===== src/rtl/sram_host_sequencer_if.sv =====
// Command and SRAM-side signals of the host sequencer.
// master: the frame-buffer client plus SRAM wrapper that surround the sequencer.
// slave:  the sequencer itself.
interface sram_host_sequencer_if #(
    parameter int ADDR_W = 18,
    parameter int DATA_W = 16
);
    logic              iREQ;
    logic              iWR;
    logic [ADDR_W-1:0] iADDR;
    logic [7:0]        iLEN;
    logic [1:0]        iBE_N;
    logic [DATA_W-1:0] iWDATA;
    logic              oREADY;
    logic              oWNEXT;
    logic [DATA_W-1:0] oRDATA;
    logic              oRVALID;
    logic              oDONE;
    logic [ADDR_W-1:0] oSRAM_ADDR;
    logic [DATA_W-1:0] oSRAM_DATA;
    logic              oSRAM_WE_N;
    logic              oSRAM_OE_N;
    logic              oSRAM_CE_N;
    logic [1:0]        oSRAM_BE_N;
    logic [DATA_W-1:0] iSRAM_DATA;

    modport master (
        output iREQ, iWR, iADDR, iLEN, iBE_N, iWDATA, iSRAM_DATA,
        input  oREADY, oWNEXT, oRDATA, oRVALID, oDONE,
        input  oSRAM_ADDR, oSRAM_DATA, oSRAM_WE_N, oSRAM_OE_N, oSRAM_CE_N, oSRAM_BE_N
    );

    modport slave (
        input  iREQ, iWR, iADDR, iLEN, iBE_N, iWDATA, iSRAM_DATA,
        output oREADY, oWNEXT, oRDATA, oRVALID, oDONE,
        output oSRAM_ADDR, oSRAM_DATA, oSRAM_WE_N, oSRAM_OE_N, oSRAM_CE_N, oSRAM_BE_N
    );
endinterface


===== src/rtl/sram_host_sequencer.sv =====
// Host-side SRAM sequencer: single/burst read and write commands with
// SETUP / ACCESS / HOLD strobe timing. All SRAM-side outputs are registered.
//
// state  | meaning
// IDLE   | waiting for a command, oREADY high, strobes inactive
// SETUP  | CE_N low, address/BE_N valid, OE_N low for reads
// ACCESS | ACCESS_CYC cycles of WE_N (write) or OE_N (read) low
// HOLD   | strobes released except CE_N, pulses issued, next word or finish
module sram_host_sequencer #(
    parameter int ACCESS_CYC = 2,
    parameter int ADDR_W     = 18,
    parameter int DATA_W     = 16
) (
    input  logic                  iCLK,
    input  logic                  iRST_N,
    sram_host_sequencer_if.slave  bus
);
    typedef enum logic [1:0] {IDLE, SETUP, ACCESS, HOLD} seqStateT;

    seqStateT   state;
    seqStateT   nextState;
    logic       isWr;
    logic [7:0] cnt;
    logic [3:0] waitCnt;

    assign bus.oREADY = (state == IDLE);

    // State register.
    always_ff @(posedge iCLK or negedge iRST_N) begin
        if (!iRST_N) begin
            state <= IDLE;
        end else begin
            state <= nextState;
        end
    end

    // Next-state decode.
    always_comb begin
        nextState = state;
        case (state)
            IDLE:    if (bus.iREQ) nextState = SETUP;
            SETUP:   nextState = ACCESS;
            ACCESS:  if (waitCnt == 4'd0) nextState = HOLD;
            HOLD:    nextState = (cnt != 8'd0) ? SETUP : IDLE;
            default: nextState = IDLE;
        endcase
    end

    // Command latches, word/wait counters and registered SRAM strobes.
    // Strobes are set on the edge entering each phase, so they line up with the state.
    always_ff @(posedge iCLK or negedge iRST_N) begin
        if (!iRST_N) begin
            isWr           <= 1'b0;
            cnt            <= 8'd0;
            waitCnt        <= 4'd0;
            bus.oWNEXT     <= 1'b0;
            bus.oRVALID    <= 1'b0;
            bus.oDONE      <= 1'b0;
            bus.oRDATA     <= '0;
            bus.oSRAM_ADDR <= '0;
            bus.oSRAM_DATA <= '0;
            bus.oSRAM_CE_N <= 1'b1;
            bus.oSRAM_WE_N <= 1'b1;
            bus.oSRAM_OE_N <= 1'b1;
            bus.oSRAM_BE_N <= 2'b11;
        end else begin
            bus.oWNEXT  <= 1'b0;
            bus.oRVALID <= 1'b0;
            bus.oDONE   <= 1'b0;
            case (state)
                IDLE: begin
                    if (bus.iREQ) begin
                        isWr           <= bus.iWR;
                        cnt            <= bus.iLEN;
                        bus.oSRAM_ADDR <= bus.iADDR;
                        bus.oSRAM_DATA <= bus.iWDATA;
                        bus.oSRAM_BE_N <= bus.iBE_N;
                        bus.oSRAM_CE_N <= 1'b0;
                        bus.oSRAM_OE_N <= bus.iWR;
                    end
                end
                SETUP: begin
                    waitCnt        <= 4'(ACCESS_CYC - 1);
                    bus.oSRAM_WE_N <= !isWr;
                end
                ACCESS: begin
                    if (waitCnt == 4'd0) begin
                        bus.oSRAM_WE_N <= 1'b1;
                        bus.oSRAM_OE_N <= 1'b1;
                        if (!isWr) begin
                            bus.oRDATA <= bus.iSRAM_DATA;
                        end
                        bus.oRVALID <= !isWr;
                        bus.oWNEXT  <= isWr && (cnt != 8'd0);
                        bus.oDONE   <= (cnt == 8'd0);
                    end else begin
                        waitCnt <= waitCnt - 4'd1;
                    end
                end
                HOLD: begin
                    if (cnt != 8'd0) begin
                        cnt            <= cnt - 8'd1;
                        bus.oSRAM_ADDR <= bus.oSRAM_ADDR + 1'b1;
                        bus.oSRAM_OE_N <= isWr;
                        if (isWr) begin
                            bus.oSRAM_DATA <= bus.iWDATA;
                        end
                    end else begin
                        bus.oSRAM_CE_N <= 1'b1;
                        bus.oSRAM_OE_N <= 1'b1;
                        bus.oSRAM_BE_N <= 2'b11;
                    end
                end
                default: ;
            endcase
        end
    end
endmodule


===== src/flat_wrapper.sv =====
// flat-port wrapper written by rule: the top's interface ports become plain ports
module sram_host_sequencer_flat 
#(
    parameter int ACCESS_CYC = 2,
    parameter int ADDR_W     = 18,
    parameter int DATA_W     = 16
)
  (iCLK, iRST_N, bus_iREQ, bus_iWR, bus_iADDR, bus_iLEN, bus_iBE_N, bus_iWDATA, bus_iSRAM_DATA, bus_oREADY, bus_oWNEXT, bus_oRDATA, bus_oRVALID, bus_oDONE, bus_oSRAM_ADDR, bus_oSRAM_DATA, bus_oSRAM_WE_N, bus_oSRAM_OE_N, bus_oSRAM_CE_N, bus_oSRAM_BE_N);
  sram_host_sequencer_if #(.ADDR_W(ADDR_W), .DATA_W(DATA_W)) bus_i ();
  input  logic iCLK;
  input  logic iRST_N;
  input wire logic [$bits(bus_i.iREQ)-1:0] bus_iREQ;
  input wire logic [$bits(bus_i.iWR)-1:0] bus_iWR;
  input wire logic [$bits(bus_i.iADDR)-1:0] bus_iADDR;
  input wire logic [$bits(bus_i.iLEN)-1:0] bus_iLEN;
  input wire logic [$bits(bus_i.iBE_N)-1:0] bus_iBE_N;
  input wire logic [$bits(bus_i.iWDATA)-1:0] bus_iWDATA;
  input wire logic [$bits(bus_i.iSRAM_DATA)-1:0] bus_iSRAM_DATA;
  output wire logic [$bits(bus_i.oREADY)-1:0] bus_oREADY;
  output wire logic [$bits(bus_i.oWNEXT)-1:0] bus_oWNEXT;
  output wire logic [$bits(bus_i.oRDATA)-1:0] bus_oRDATA;
  output wire logic [$bits(bus_i.oRVALID)-1:0] bus_oRVALID;
  output wire logic [$bits(bus_i.oDONE)-1:0] bus_oDONE;
  output wire logic [$bits(bus_i.oSRAM_ADDR)-1:0] bus_oSRAM_ADDR;
  output wire logic [$bits(bus_i.oSRAM_DATA)-1:0] bus_oSRAM_DATA;
  output wire logic [$bits(bus_i.oSRAM_WE_N)-1:0] bus_oSRAM_WE_N;
  output wire logic [$bits(bus_i.oSRAM_OE_N)-1:0] bus_oSRAM_OE_N;
  output wire logic [$bits(bus_i.oSRAM_CE_N)-1:0] bus_oSRAM_CE_N;
  output wire logic [$bits(bus_i.oSRAM_BE_N)-1:0] bus_oSRAM_BE_N;
  assign bus_i.iREQ = bus_iREQ;
  assign bus_i.iWR = bus_iWR;
  assign bus_i.iADDR = bus_iADDR;
  assign bus_i.iLEN = bus_iLEN;
  assign bus_i.iBE_N = bus_iBE_N;
  assign bus_i.iWDATA = bus_iWDATA;
  assign bus_i.iSRAM_DATA = bus_iSRAM_DATA;
  assign bus_oREADY = bus_i.oREADY;
  assign bus_oWNEXT = bus_i.oWNEXT;
  assign bus_oRDATA = bus_i.oRDATA;
  assign bus_oRVALID = bus_i.oRVALID;
  assign bus_oDONE = bus_i.oDONE;
  assign bus_oSRAM_ADDR = bus_i.oSRAM_ADDR;
  assign bus_oSRAM_DATA = bus_i.oSRAM_DATA;
  assign bus_oSRAM_WE_N = bus_i.oSRAM_WE_N;
  assign bus_oSRAM_OE_N = bus_i.oSRAM_OE_N;
  assign bus_oSRAM_CE_N = bus_i.oSRAM_CE_N;
  assign bus_oSRAM_BE_N = bus_i.oSRAM_BE_N;
  sram_host_sequencer #(.ACCESS_CYC(ACCESS_CYC), .ADDR_W(ADDR_W), .DATA_W(DATA_W)) u_core (.iCLK(iCLK), .iRST_N(iRST_N), .bus(bus_i));
endmodule

===== config.mk =====
export PLATFORM = sky130hd
export DESIGN_NAME = sram_host_sequencer_flat
export DESIGN_NICKNAME = d
export VERILOG_FILES = /design/src/rtl/sram_host_sequencer_if.sv /design/src/rtl/sram_host_sequencer.sv /design/src/flat_wrapper.sv
export SDC_FILE = /design/constraint.sdc
export NUM_CORES = 1
export LEC_CHECK = 0
export ABC_AREA = 0
export BUFFER_PORTS_ARGS = -buffer_cell sky130_fd_sc_hd__buf_2
export CAP_MARGIN = 0
export CORE_MARGIN = 8
export CORE_UTILIZATION = 46
export DETAILED_ROUTE_END_ITERATION = 8
export GPL_TIMING_DRIVEN = 0
export PLACE_DENSITY = 0.88
export SLEW_MARGIN = 5
export SYNTH_ARGS = -nofsm -noshare
export SYNTH_HDL_FRONTEND = slang
export SYNTH_SLANG_ARGS = --single-unit

===== constraint.sdc =====
create_clock -name iCLK -period 2.1 [get_ports iCLK]
set_clock_uncertainty 0.2 [all_clocks]
set_input_delay 0.21 -clock iCLK [delete_from_list [all_inputs] [get_ports iCLK]]
set_output_delay 0.21 -clock iCLK [all_outputs]
set_load 0.02 [all_outputs]

==> results of run 1 <==
## cell usage after synthesis, drive strengths merged (3+ instances only)
library cell  number  area [um2]
o22a               3        26.3
and4               7        61.3
and3               4        25.0
nand4              7        43.8
and2               5        31.3
clkbuf            15        56.3
dfstp              5         131
nor2b              5        31.3
dfrtp             68        1700
inv                9        33.8
a311oi             4        35.0
nor2              24        90.1
o22ai             12        75.1
nand2b             6        37.5
nand2             17        63.8
nor3              10        50.1
a21oi             18        93.8
mux2i              7        70.1
nor4               7        43.8
a22oi              4        30.0
o21ai             20         104
ha                 9         113
mux2              34         420
nand3             17        85.1
buf                5        31.3
a31oi              7        43.8
a211oi             5        37.5
## flip-flops by register name (all words and copies together), names as in the netlist, 2 cells and up
register               flops
u_core.bus.oSRAM_ADDR     18
u_core.bus.oSRAM_DATA     16
u_core.state               2
u_core.bus.oSRAM_BE_N      2
u_core.bus.oRDATA         16
u_core.cnt                 8
u_core.waitCnt             4
## where the power goes
part | internal [mW] | leakage, nW | total, mW | switching, mW
Combinational | 2.91 | 1.69 | 6.49 | 3.58
Sequential | 2.15 | 0.853 | 2.82 | 0.665
Clock | 0.679 | 0.106 | 1.25 | 0.575
Total | 5.75 | 2.65 | 10.6 | 4.82
## through the flow
step / setup slack (ns) / power (mW)
2_1_floorplan: -0.0686 / 6.19
3_3_place_gp: -0.506 / 7.58
3_5_place_dp: -0.583 / 7.81
4_1_cts: -0.122 / 9.79
5_1_grt: -0.200 / 11.2
6_report: -0.155 / 10.6
## repair_timing
action                     in CTS  in global routing
setup endpoints to repair      57                 64
cloned                          1                  0
hold buffers                   63                  0
pin swaps                       5                 12
hold endpoints to repair      135                  0
resized for setup              34                 57
setup buffers                  14                  8
## worst max-delay path: cells and delay by family (launching register included)
kind	cells	cell delay (ns)
AND/OR/NAND/NOR	1	0.53
flip-flops	1	0.41
AO/OA/AOI/OAI	2	0.31
multiplexers	1	0.29
buffers and inverters	2	0.25
adder cells (fa/ha/maj)	1	0.14
## cell families after synthesis
| logic type | after synthesis |
|---|---|
| compound gates | 85 |
| buf+inv | 29 |
| mux | 41 |
| simple gates | 116 |
| flops | 73 |
| fa+ha+maj | 9 |
| xor+xnor | 1 |
## layout make-up
class                   instances  area (um2)  share of cell area
flip-flops and latches         73        1840               0.311
clock buffers                   9         124              0.0210
repair buffers                209        1490               0.252
multi-input cells             252        2040               0.346
well taps                     105         131              0.0223
plain buffers                  19         141              0.0240
clock inverters                 7         101              0.0172
inverters                       9        33.8             0.00573
## metal layers
metal / vias to the layer above / global-route usage
met5: - / 0
met4: 0 / 0.105
met3: 40 / 0.0720
met2: 246 / 0.374
met1: 1895 / 0.271
li1: 1770 / -
## worst max-delay path by stage
stage,to,slack [ns]
finish,u_core.bus.oSRAM_DATA[4],-0.16
global route,u_core.bus.oSRAM_DATA[4],-0.20
CTS,u_core.bus.oSRAM_DATA[4],-0.12
detailed placement,u_core.cnt[4],-0.58
global placement,u_core.cnt[4],-0.51
floorplan,u_core.bus.oSRAM_DATA[10],-0.07
==> impl_summary.txt, run 1 <==
----------------------------------------------------
[STA]
  Minimum clock period after layout ... 2.26 ns
  Min Hold Slack ... between 0.03 and 0.04 ns
  Finish-stage setup viols ... 28
  Setup repair after global routing missed its margin ... yes
  Slew margin rel. ... 0.592
  Period Utilization, post-route ... 1.07
  Setup TNS after final layout ... -2.54 ns
  Final Slew Violations ... 0
  Worst-Margin Slew ... 0.609 ns
  Maximum operating frequency ... 443 MHz
  Final count of hold timing violations ... 0
  Worst setup margin ... -0.155 ns

[Die]
  Die footprint ... around 0.011 mm2
  Die Span X ... around 110 um
  Y dimension of the die ... 106 um
  Area of the placeable core ... 0.00805 mm2
  Starting utilization of the core area ... 0.465
  Row count ... 33
  Number of top-level pins ... 123

[Hold path]
  Hold Path Origin ... bus_iREQ
  End point of the most critical hold path ... u_core.isWr
  Number of cells traversed by the worst hold path ... 3
  Classification of the worst-slack hold path ... primary input to flip-flop

[Synth]
  Synthesized Nets ... 427
  Number of distinct library cells after synthesis ... 47
  Post-synth EDFFs ... 0
  Sequential fraction of the synthesis area ... 0.489
  Simple-Gate Fraction of Synth Area ... 0.168
  Summed instance area of the synthesized netlist ... between 0.003 and 0.004 mm2
  Flops & latches, synth ... 73
  Synth Warn # ... 0
  Number of standard cells after synthesis ... 354
  Adder-cell share of the synthesized area ... 0.0301
  Fraction of synthesized area in multiplexers ... 0.131
  Most used flip-flop cell after synthesis ... sky130_fd_sc_hd__dfrtp_1
  Mean area per synthesized cell ... ~11 um2
  Area share of xor/xnor cells in the synthesized design ... 0.00234
  Share of async-settable or async-resettable flops after synthesis ... 1.00
  Synth Area in Compound Gates ... 0.147
  Dominant combinational cell family by area after synthesis ... simple AND/OR/NAND/NOR gates

[Clocking]
  Number of H-tree levels ... 3
  Clock tree buffer depth ... 2
  Insertion delay to the later sink of the worst-skew pair ... 0.36 ns
  Count of clock tree sinks ... 73
  CTS tree ... yes
  Clock-pin transition on the worst setup and hold timing paths ... around 0.09 ns
  Num CTS Buffers ... 9
  CTS Root Buffer Type ... sky130_fd_sc_hd__clkbuf_8

[Drt]
  Detail Route met3 WL ... 1390 um
  Via-to-Cell Ratio ... 5.78
  Post-route antenna net violation count ... 0
  Vias after detailed routing ... 3,951
  Routed metal-1 wire length ... about 5200 um
  Met2 routed WL ... between 6000 and 7000 um
  Uppermost layer routed ... met4
  TritonRoute pass-1 iters ... 5
  First-iteration detailed-routing DRC count ... 269
  Post-detailed-routing wire length ... 13,400 um
  Number of DRC violations after detailed routing ... 0
  Wire per inst ... 19.6 um

[Worst setup path]
  CP cell instances ... inv_2 > ha_4 > or4b_4 > o21ai_4 > a21oi_4 > buf_8 > mux2_4
  Worst setup path startpoint ... u_core.cnt[0]
  Critical path data arrival time ... 2.30 ns
  Maximum fanout count along the critical path ... 5
  Largest incremental delay on the critical path ... 0.53 ns
  Critical path data required time ... 2.14 ns
  Slack of the worst reg-to-reg path ... -0.16 ns
  CP endpoint kind ... flip-flop
  Reg2reg start ... u_core.cnt[0]
  Cell count of the worst reg-to-reg path ... 7
  Worst setup path class ... flip-flop to flip-flop
  Startpoint Class ... flip-flop
  Slowest cell on the critical path ... sky130_fd_sc_hd__or4b_4
  End of the worst register-to-register path ... u_core.bus.oSRAM_DATA[4]

[Global route]
  Global-route congestion overflow total ... 0
  Maximum number of pins on one net before global-route repair ... 71
  Overall Global Routing Usage ... 0.229
  Number of global-route vias before repair ... between 3,000 and 4,000
  First-pass GRT wire length ... 20,700 um
  Initial antenna violation count ... 0

[Cells and area]
  Final #Nets ... ~650
  Most common cell after layout, fill and taps aside ... sky130_fd_sc_hd__buf_2
  Layout cells sized above 1 ... 0.450
  Top library cells by usage in the layout, fill and taps aside ... 122 x sky130_fd_sc_hd__buf_2, 65 x sky130_fd_sc_hd__dfrtp_1, 63 x sky130_fd_sc_hd__dlygate4sd3_1, 24 x sky130_fd_sc_hd__mux2_2, 20 x sky130_fd_sc_hd__nor2_1
  Filler cell count ... ~520
  Area grow syn2layout ... 57.6%
  Final std cell area, no fill ... 0.00590 mm2
  Non-filler instance count after layout ... 683
  Antenna diode count ... 0
  Core occupancy in the finished layout ... 0.733

[Power and ir drop]
  Power density over the cells ... 1790 mW/mm2
  Worst-case vdd ir drop ... 1.04 mV
  Leak pwr ... 2.65 nW

[Place]
  PortBufs ... 122
  Final HPWL DP ... 8320 um
  Routability cong. ... between 0.9 and 1
  Dpl cell area ... 0.00455 mm2
  Placed insts ... 582

[Status]
  Violated checks ... setup timing
  Run status ... finished with violations

[Flow run]
  Max-cap violations ... 0

----------------------------------------------------
No activity file was read; power rests on OpenSTA's default activity.
==> run 2, diff against run 1 <==
- GPL_TIMING_DRIVEN: 0 -> 1
==> run 2 against run 1 <==
The flow finishes with violations (hold timing, setup timing). Core utilization down 2.9 points. Final cell count shrank 0.73%. Clock power fell by 17%. Routed wire length fell by 3.5%. Cell area fell by 3.9%. Maximum frequency up 1.3%. Sequential power barely moved. Total power shrank 6.2%. First-iteration DRC count is 7.8% lower. Die area did not move.
==> impl_summary.txt, run 2 (synthesis gave the netlist of run 1 again) <==
----------------------------------------------------
[Status]
  Run status ... finished with violations
  Violated checks ... hold timing, setup timing

[Clocking]
  Insertion delay to the later sink of the worst-skew pair ... 0.36 ns (about the same)
  Clock tree buffer depth ... 2 (unchanged)
  Number of H-tree levels ... 3 (unchanged)
  Count of clock tree sinks ... 73 (unchanged)
  Clock-pin transition on the worst setup and hold timing paths ... 0.09 ns (about the same)
  CTS Root Buffer Type ... sky130_fd_sc_hd__clkbuf_8
  CTS tree ... yes
  Num CTS Buffers ... 9 (unchanged)

[Cells and area]
  Antenna diode count ... 0 (unchanged)
  Top library cells by usage in the layout, fill and taps aside ... 122 x sky130_fd_sc_hd__buf_2, 68 x sky130_fd_sc_hd__dfrtp_1, 58 x sky130_fd_sc_hd__dlygate4sd3_1, 36 x sky130_fd_sc_hd__buf_4, 24 x sky130_fd_sc_hd__mux2_2
  Biggest regs ... u_core.bus.oSRAM_ADDR (18), u_core.bus.oRDATA (16), u_core.bus.oSRAM_DATA (16)
  Register containing the most flip-flops in the final layout ... u_core.bus.oSRAM_ADDR
  Flip-flop count of the largest register, all copies and words added ... 18 (unchanged)
  Final #Nets ... 641 (-0.77%)
  Layout cells sized above 1 ... 0.426 (-0.0240)
  Non-filler instance count after layout ... 678 (-0.73%)
  Most common cell after layout, fill and taps aside ... sky130_fd_sc_hd__buf_2
  Area grow syn2layout ... 51.4%
  Final std cell area, no fill ... 0.00567 mm2 (-3.9%)

[STA]
  Worst-Margin Slew ... 0.701 ns (+0.0919 ns)
  Setup repair after global routing missed its margin ... yes
  Final count of hold timing violations ... 1 (+1)
  Slew margin rel. ... 0.528 (-0.0640)
  Final Slew Violations ... 0 (unchanged)
  Minimum clock period after layout ... 2.23 ns (-0.0295 ns)
  Maximum operating frequency ... 449 MHz (+1.3%)
  Finish-stage setup viols ... 23 (-18%)
  Min Hold Slack ... -0.00277 ns (-0.0330 ns)
  Period Utilization, post-route ... 1.06 (-0.0141)
  Setup TNS after final layout ... -1.77 ns (+0.770 ns)
  Worst setup margin ... -0.126 ns (+0.0295 ns)

[Power and ir drop]
  Total Power Consumption ... 9.90 mW (-6.2%)
  Part of the total power dissipated in sequential elements ... 0.285 (+0.018)
  Switching share of power ... 0.456 (about the same)
  Internal Pwr Total ... 5.39 mW (-6.3%)
  Worst-case vdd ir drop ... 0.807 mV (-22%)
  Logic pwr share ... 0.610 (-0.005)
  Leak pwr ... 2.57 nW (-2.9%)
  Share of total power in the clock network ... 0.105 (-0.014)
  Power density over the cells ... 1750 mW/mm2 (-2.4%)
  P_sw ... 4.52 mW (-6.2%)

[Global route]
  Number of global-route vias before repair ... 4,050 (+1.7%)
  Overall Global Routing Usage ... 0.226 (-0.00332)
  First-pass GRT wire length ... 20,400 um (-1.7%)
  Initial antenna violation count ... 0 (unchanged)
  Maximum number of pins on one net before global-route repair ... 74 (+4.2%)
  Global-route congestion overflow total ... 0 (unchanged)

[Place]
  Placed insts ... 595 (+2.2%)
  Post-Place Worst Slack ... -0.207 ns (+0.375 ns)
  PortBufs ... 122 (unchanged)
  Routability cong. ... 0.903 (-1.5%)
  Dpl cell area ... 0.00471 mm2 (+3.5%)
  Final HPWL DP ... 8500 um (+2.2%)

[Hold path]
  Classification of the worst-slack hold path ... primary input to flip-flop

[Worst setup path]
  Buffer and inverter count on the worst path ... 1 (-1)
  Worst setup path class ... flip-flop to flip-flop
  CP endpoint kind ... flip-flop
  Largest incremental delay on the critical path ... 0.50 ns (-0.03 ns)
  Critical path data arrival time ... 2.26 ns (-0.04 ns)
  CP cell instances ... inv_2 > ha_4 > or4b_4 > o21ai_4 > a21oi_4 > mux2_4
  Startpoint Class ... flip-flop
  Kind of cell with the highest combined delay on the critical path ... simple AND/OR/NAND/NOR gates
  Slowest cell on the critical path ... sky130_fd_sc_hd__or4b_4
  Maximum fanout count along the critical path ... 8 (+3)
  Critical path data required time ... 2.13 ns (about the same)

[Drt]
  Post-detailed-routing wire length ... 12,900 um (-3.5%)
  First-iteration detailed-routing DRC count ... 248 (-7.8%)
  TritonRoute pass-1 iters ... 5 (unchanged)
  Via-to-Cell Ratio ... 5.69 (-1.6%)
  Number of DRC violations after detailed routing ... 0 (unchanged)
  Vias after detailed routing ... 3,861 (-2.3%)
  Post-route antenna net violation count ... 0 (unchanged)
  Wire per inst ... 19.1 um (-2.8%)

[Flow run]
  Max-cap violations ... 0 (unchanged)

[Die]
  Die Span X ... 106 um (unchanged)
  Starting utilization of the core area ... 0.465 (unchanged)
  Number of top-level pins ... 123 (unchanged)
  Y dimension of the die ... 106 um (unchanged)
  Area of the placeable core ... 0.00805 mm2 (unchanged)
  Die footprint ... 0.0113 mm2 (unchanged)
  Row count ... 33 (unchanged)

----------------------------------------------------
## run 2: layout make-up
class,instances,area (um2)
multi-input cells,253,1930
well taps,105,131
fillers,577,2380
flip-flops and latches,73,1830
clock buffers,12,155
inverters,9,33.8
clock inverters,4,26.3
repair buffers,222,1560
## run 2: power by group through the flow
stage	Combinational [mW]	Sequential [mW]	Clock, mW
after floorplan	2.87	3.33	0
after global placement	5.20	2.72	0
after detailed placement	5.44	2.78	0
after CTS	5.78	2.76	1.06
after global routing	6.50	2.91	1.11
final	6.04	2.82	1.04
## run 2: worst paths after layout
kind / start / end / slack (ns) / cells after the start
max: u_core.cnt[0] / u_core.bus.oSRAM_DATA[11] / -0.13 / 6
min: bus_iLEN[0] / u_core.cnt[0] / -0.003 / 3
max reg2reg: u_core.cnt[0] / u_core.bus.oSRAM_DATA[11] / -0.13 / 6
min reg2reg: u_core.bus.oRDATA[5] / u_core.bus.oRDATA[5] / 0.31 / 1
max in group asynchronous: iRST_N / u_core.bus.oSRAM_BE_N[1] / 1.13 / 3
min in group asynchronous: iRST_N / u_core.bus.oRDATA[6] / 0.24 / 3
## run 2: routing by layer
| metal | track usage | wire length [um] | vias to the layer above |
|---|---|---|---|
| met4 | 0.0764 | 258 | 0 |
| met3 | 0.0792 | 1260 | 26 |
| met2 | 0.383 | 6400 | 201 |
| li1 | - | - | 1752 |
| met1 | 0.259 | 5010 | 1882 |
| met5 | 0 | 0 | - |
## run 2: timing repair
item	in CTS	in global routing
gates resized for setup	8	16
buffers inserted	4	4
hold buffers	58	0
endpoints found under the setup margin	34	53
pin swaps	2	5
hold endpoints to repair	130	0
gates cloned	1	0
## run 2: tightest hold or removal path: stages
cell and delay (ns):
sky130_fd_sc_hd__buf_2 0.10, sky130_fd_sc_hd__o21ai_0 0.07, sky130_fd_sc_hd__o21ai_1 0.14
## run 2: through the flow
stage | hold slack [ns] | utilization
3_5_place_dp | 0.0700 | 0.585
4_1_cts | 0.00451 | 0.690
5_1_grt | 0.0301 | 0.704
6_report | -0.00277 | 0.704
2_1_floorplan | -0.286 | -
3_3_place_gp | 0.0641 | 0.585
==> run 3, diff against run 2 <==
- CORE_ASPECT_RATIO: default -> 1.75
==> run 3 against run 2 <==
The run ends with setup timing left. Sequential share of layout area down 1.0 points. Critical endpoint is now u_core.bus.oSRAM_DATA[3]. Non-clock buffer count grew 8. Sequential power about the same. Sequential cell count is the same. Routed wire length shrank 2.4%. Combinational power grew 1%. Core utilization rose by 3.7 points.
==> impl_summary.txt, run 3 (synthesis gave the netlist of run 1 again) <==
----------------------------------------------------
[Drt]
  Vias after detailed routing ... 3,841 (-0.52%)
  Number of DRC violations after detailed routing ... 0 (unchanged)
  Via-to-Cell Ratio ... 5.72 (+0.52%)
  Wire per inst ... 18.8 um (-1.4%)
  TritonRoute pass-1 iters ... 4 (-1)
  Post-detailed-routing wire length ... 12,600 um (-2.4%)
  Post-route antenna net violation count ... 0 (unchanged)
  First-iteration detailed-routing DRC count ... 155 (-38%)

[Status]
  Violated checks ... setup timing
  Run status ... finished with violations

[STA]
  Worst setup margin ... -0.0782 ns (+0.0473 ns)
  Worst-Margin Slew ... 0.488 ns (-0.212 ns)
  Slew margin rel. ... 0.674 (+0.146)
  Final count of hold timing violations ... 0 (-1)
  Setup repair after global routing missed its margin ... yes
  Min Hold Slack ... 0.00865 ns (+0.0114 ns)
  Final Slew Violations ... 0 (unchanged)
  Maximum operating frequency ... 459 MHz (+2.2%)
  Minimum clock period after layout ... 2.18 ns (-0.0473 ns)
  Period Utilization, post-route ... 1.04 (-0.0225)
  Finish-stage setup viols ... 16 (-30%)

[Cells and area]
  Core occupancy in the finished layout ... 0.741 (+0.0366)
  Flip-flop count of the largest register, all copies and words added ... 18 (unchanged)
  Area grow syn2layout ... 56.5%
  Storage cell area ... 0.00183 mm2 (unchanged)
  Final #Nets ... 649 (+1.2%)
  Top library cells by usage in the layout, fill and taps aside ... 122 x sky130_fd_sc_hd__buf_2, 68 x sky130_fd_sc_hd__dfrtp_1, 57 x sky130_fd_sc_hd__dlygate4sd3_1, 47 x sky130_fd_sc_hd__buf_4, 24 x sky130_fd_sc_hd__mux2_2
  Most common cell after layout, fill and taps aside ... sky130_fd_sc_hd__buf_2
  Antenna diode count ... 0 (unchanged)
  Filler cell count ... 510 (-12%)
  Final std cell area, no fill ... 0.00586 mm2 (+3.3%)
  Footprint of the multi-input gates ... 0.00201 mm2 (+4.2%)
  Register containing the most flip-flops in the final layout ... u_core.bus.oSRAM_ADDR
  Layout cells sized above 1 ... 0.449 (+0.0234)
  Biggest regs ... u_core.bus.oSRAM_ADDR (18), u_core.bus.oRDATA (16), u_core.bus.oSRAM_DATA (16)

[Hold path]
  Classification of the worst-slack hold path ... primary input to flip-flop

[Die]
  Die Span X ... 84.2 um (-21%)
  Die footprint ... 0.0114 mm2 (+1.0%)
  Area of the placeable core ... 0.00791 mm2 (-1.8%)
  Starting utilization of the core area ... 0.474 (+0.00839)
  Y dimension of the die ... 135 um (+27%)
  Row count ... 43 (+30%)
  Number of top-level pins ... 123 (unchanged)

[Worst setup path]
  Worst setup path class ... flip-flop to flip-flop
  Kind of cell with the highest combined delay on the critical path ... simple AND/OR/NAND/NOR gates
  CP endpoint kind ... flip-flop
  Critical path data required time ... 2.11 ns (-0.02 ns)
  Startpoint Class ... flip-flop
  Critical path data arrival time ... 2.19 ns (-0.07 ns)
  Buffer and inverter count on the worst path ... 1 (unchanged)
  CP cell instances ... inv_2 > ha_4 > or4b_4 > o21ai_4 > a21oi_4 > mux2_4
  Largest incremental delay on the critical path ... 0.50 ns (about the same)
  Maximum fanout count along the critical path ... 8 (unchanged)
  Slowest cell on the critical path ... sky130_fd_sc_hd__or4b_4

[Global route]
  Global-route congestion overflow total ... 0 (unchanged)
  Number of global-route vias before repair ... 3,907 (-3.5%)
  Maximum number of pins on one net before global-route repair ... 56 (-24%)
  Initial antenna violation count ... 0 (unchanged)
  Overall Global Routing Usage ... 0.216 (-0.00973)
  First-pass GRT wire length ... 19,800 um (-2.9%)

[Power and ir drop]
  Power density over the cells ... 1770 mW/mm2 (+1.3%)
  Leak pwr ... 2.67 nW (+3.6%)
  Worst-case vdd ir drop ... 0.974 mV (+21%)

[Place]
  Final HPWL DP ... 8370 um (-1.5%)
  Dpl cell area ... 0.00477 mm2 (+1.2%)
  Post-Place Worst Slack ... -0.149 ns (+0.0580 ns)
  Routability cong. ... 0.914 (+1.2%)
  PortBufs ... 122 (unchanged)

[Clocking]
  CTS Root Buffer Type ... sky130_fd_sc_hd__clkbuf_16
  Insertion delay to the later sink of the worst-skew pair ... 0.34 ns (-0.02 ns)
  Count of clock tree sinks ... 73 (unchanged)
  Clock-pin transition on the worst setup and hold timing paths ... 0.05 ns (-0.04 ns)
  CTS tree ... yes
  Num CTS Buffers ... 9 (unchanged)
  Number of H-tree levels ... 3 (unchanged)
  Clock tree buffer depth ... 2 (unchanged)

[Flow run]
  Max-cap violations ... 0 (unchanged)

----------------------------------------------------
run 3: cell types whose count changed in the layout (fill, tap and decap cells not counted), moves of 3 or more:
| cell | change |
|---|---|
| sky130_fd_sc_hd__clkbuf_8 | -9 |
| sky130_fd_sc_hd__clkbuf_16 | +9 |
| sky130_fd_sc_hd__o21ai_0 | -4 |
| sky130_fd_sc_hd__buf_4 | +11 |
| sky130_fd_sc_hd__o21ai_1 | +3 |
run 3: area by class of cell:
class	instances	area share
Multi-Input combinational cell	253	0.343
Sequential cell	73	0.313
Timing Repair Buffer	230	0.272
Clock buffer	14	0.0451
Tap cell	90	0.0192
Inverter	9	0.00577
Clock inverter	2	0.00214
run 3: worst reg2reg max path, delay by kind of cell, from the launching register on:
family	cells	cell delay [ns]
buf+inv	1	0.08
flops	1	0.39
simple gates	1	0.50
fa+ha+maj	1	0.14
mux	1	0.34
compound gates	2	0.41
run 3: metal layers:
layer,GRT usage,wire (um),vias to the layer above
li1,-,-,1768
met1,0.227,4510,1874
met2,0.390,6820,168
met3,0.0572,907,31
met4,0.0965,381,0
met5,0,0,-
run 3: worst paths after layout:
| path | start | end | slack [ns] | depth (start not counted) |
|---|---|---|---|---|
| max reg2reg | u_core.cnt[0] | u_core.bus.oSRAM_DATA[3] | -0.08 | 6 |
| min reg2reg | u_core.bus.oSRAM_DATA[6] | u_core.bus.oSRAM_DATA[6] | 0.30 | 1 |
| max | u_core.cnt[0] | u_core.bus.oSRAM_DATA[3] | -0.08 | 6 |
| max in group asynchronous | iRST_N | u_core.bus.oSRAM_BE_N[1] | 0.82 | 3 |
| min | bus_iLEN[5] | u_core.cnt[5] | 0.009 | 3 |
| min in group asynchronous | iRST_N | u_core.bus.oSRAM_DATA[15] | 0.17 | 2 |
run 3: timing repair:
action / in CTS / in global routing
cloned: 1 / 0
pin swaps: 3 / 9
gates resized for setup: 15 / 29
hold endpoints to repair: 75 / 0
buffers inserted: 2 / 6
endpoints found under the setup margin: 35 / 43
hold buffers: 57 / 0
run 3: power by group:
part | internal, mW | total, mW | leakage [nW] | switching (mW)
logic | 2.77 | 6.12 | 1.68 | 3.35
registers | 2.15 | 2.82 | 0.856 | 0.665
clock network | 0.863 | 1.42 | 0.133 | 0.562
total | 5.78 | 10.4 | 2.67 | 4.58
run 3: through the flow:
stage | setup TNS (ns) | power [mW] | cells
after floorplan | -0.686 | 6.19 | 354
after global placement | -0.475 | 7.98 | 590
after detailed placement | -2.18 | 8.20 | 590
after CTS | -0.630 | 9.95 | 666
after global routing | -2.26 | 11.0 | 671
final | -0.777 | 10.4 | 671
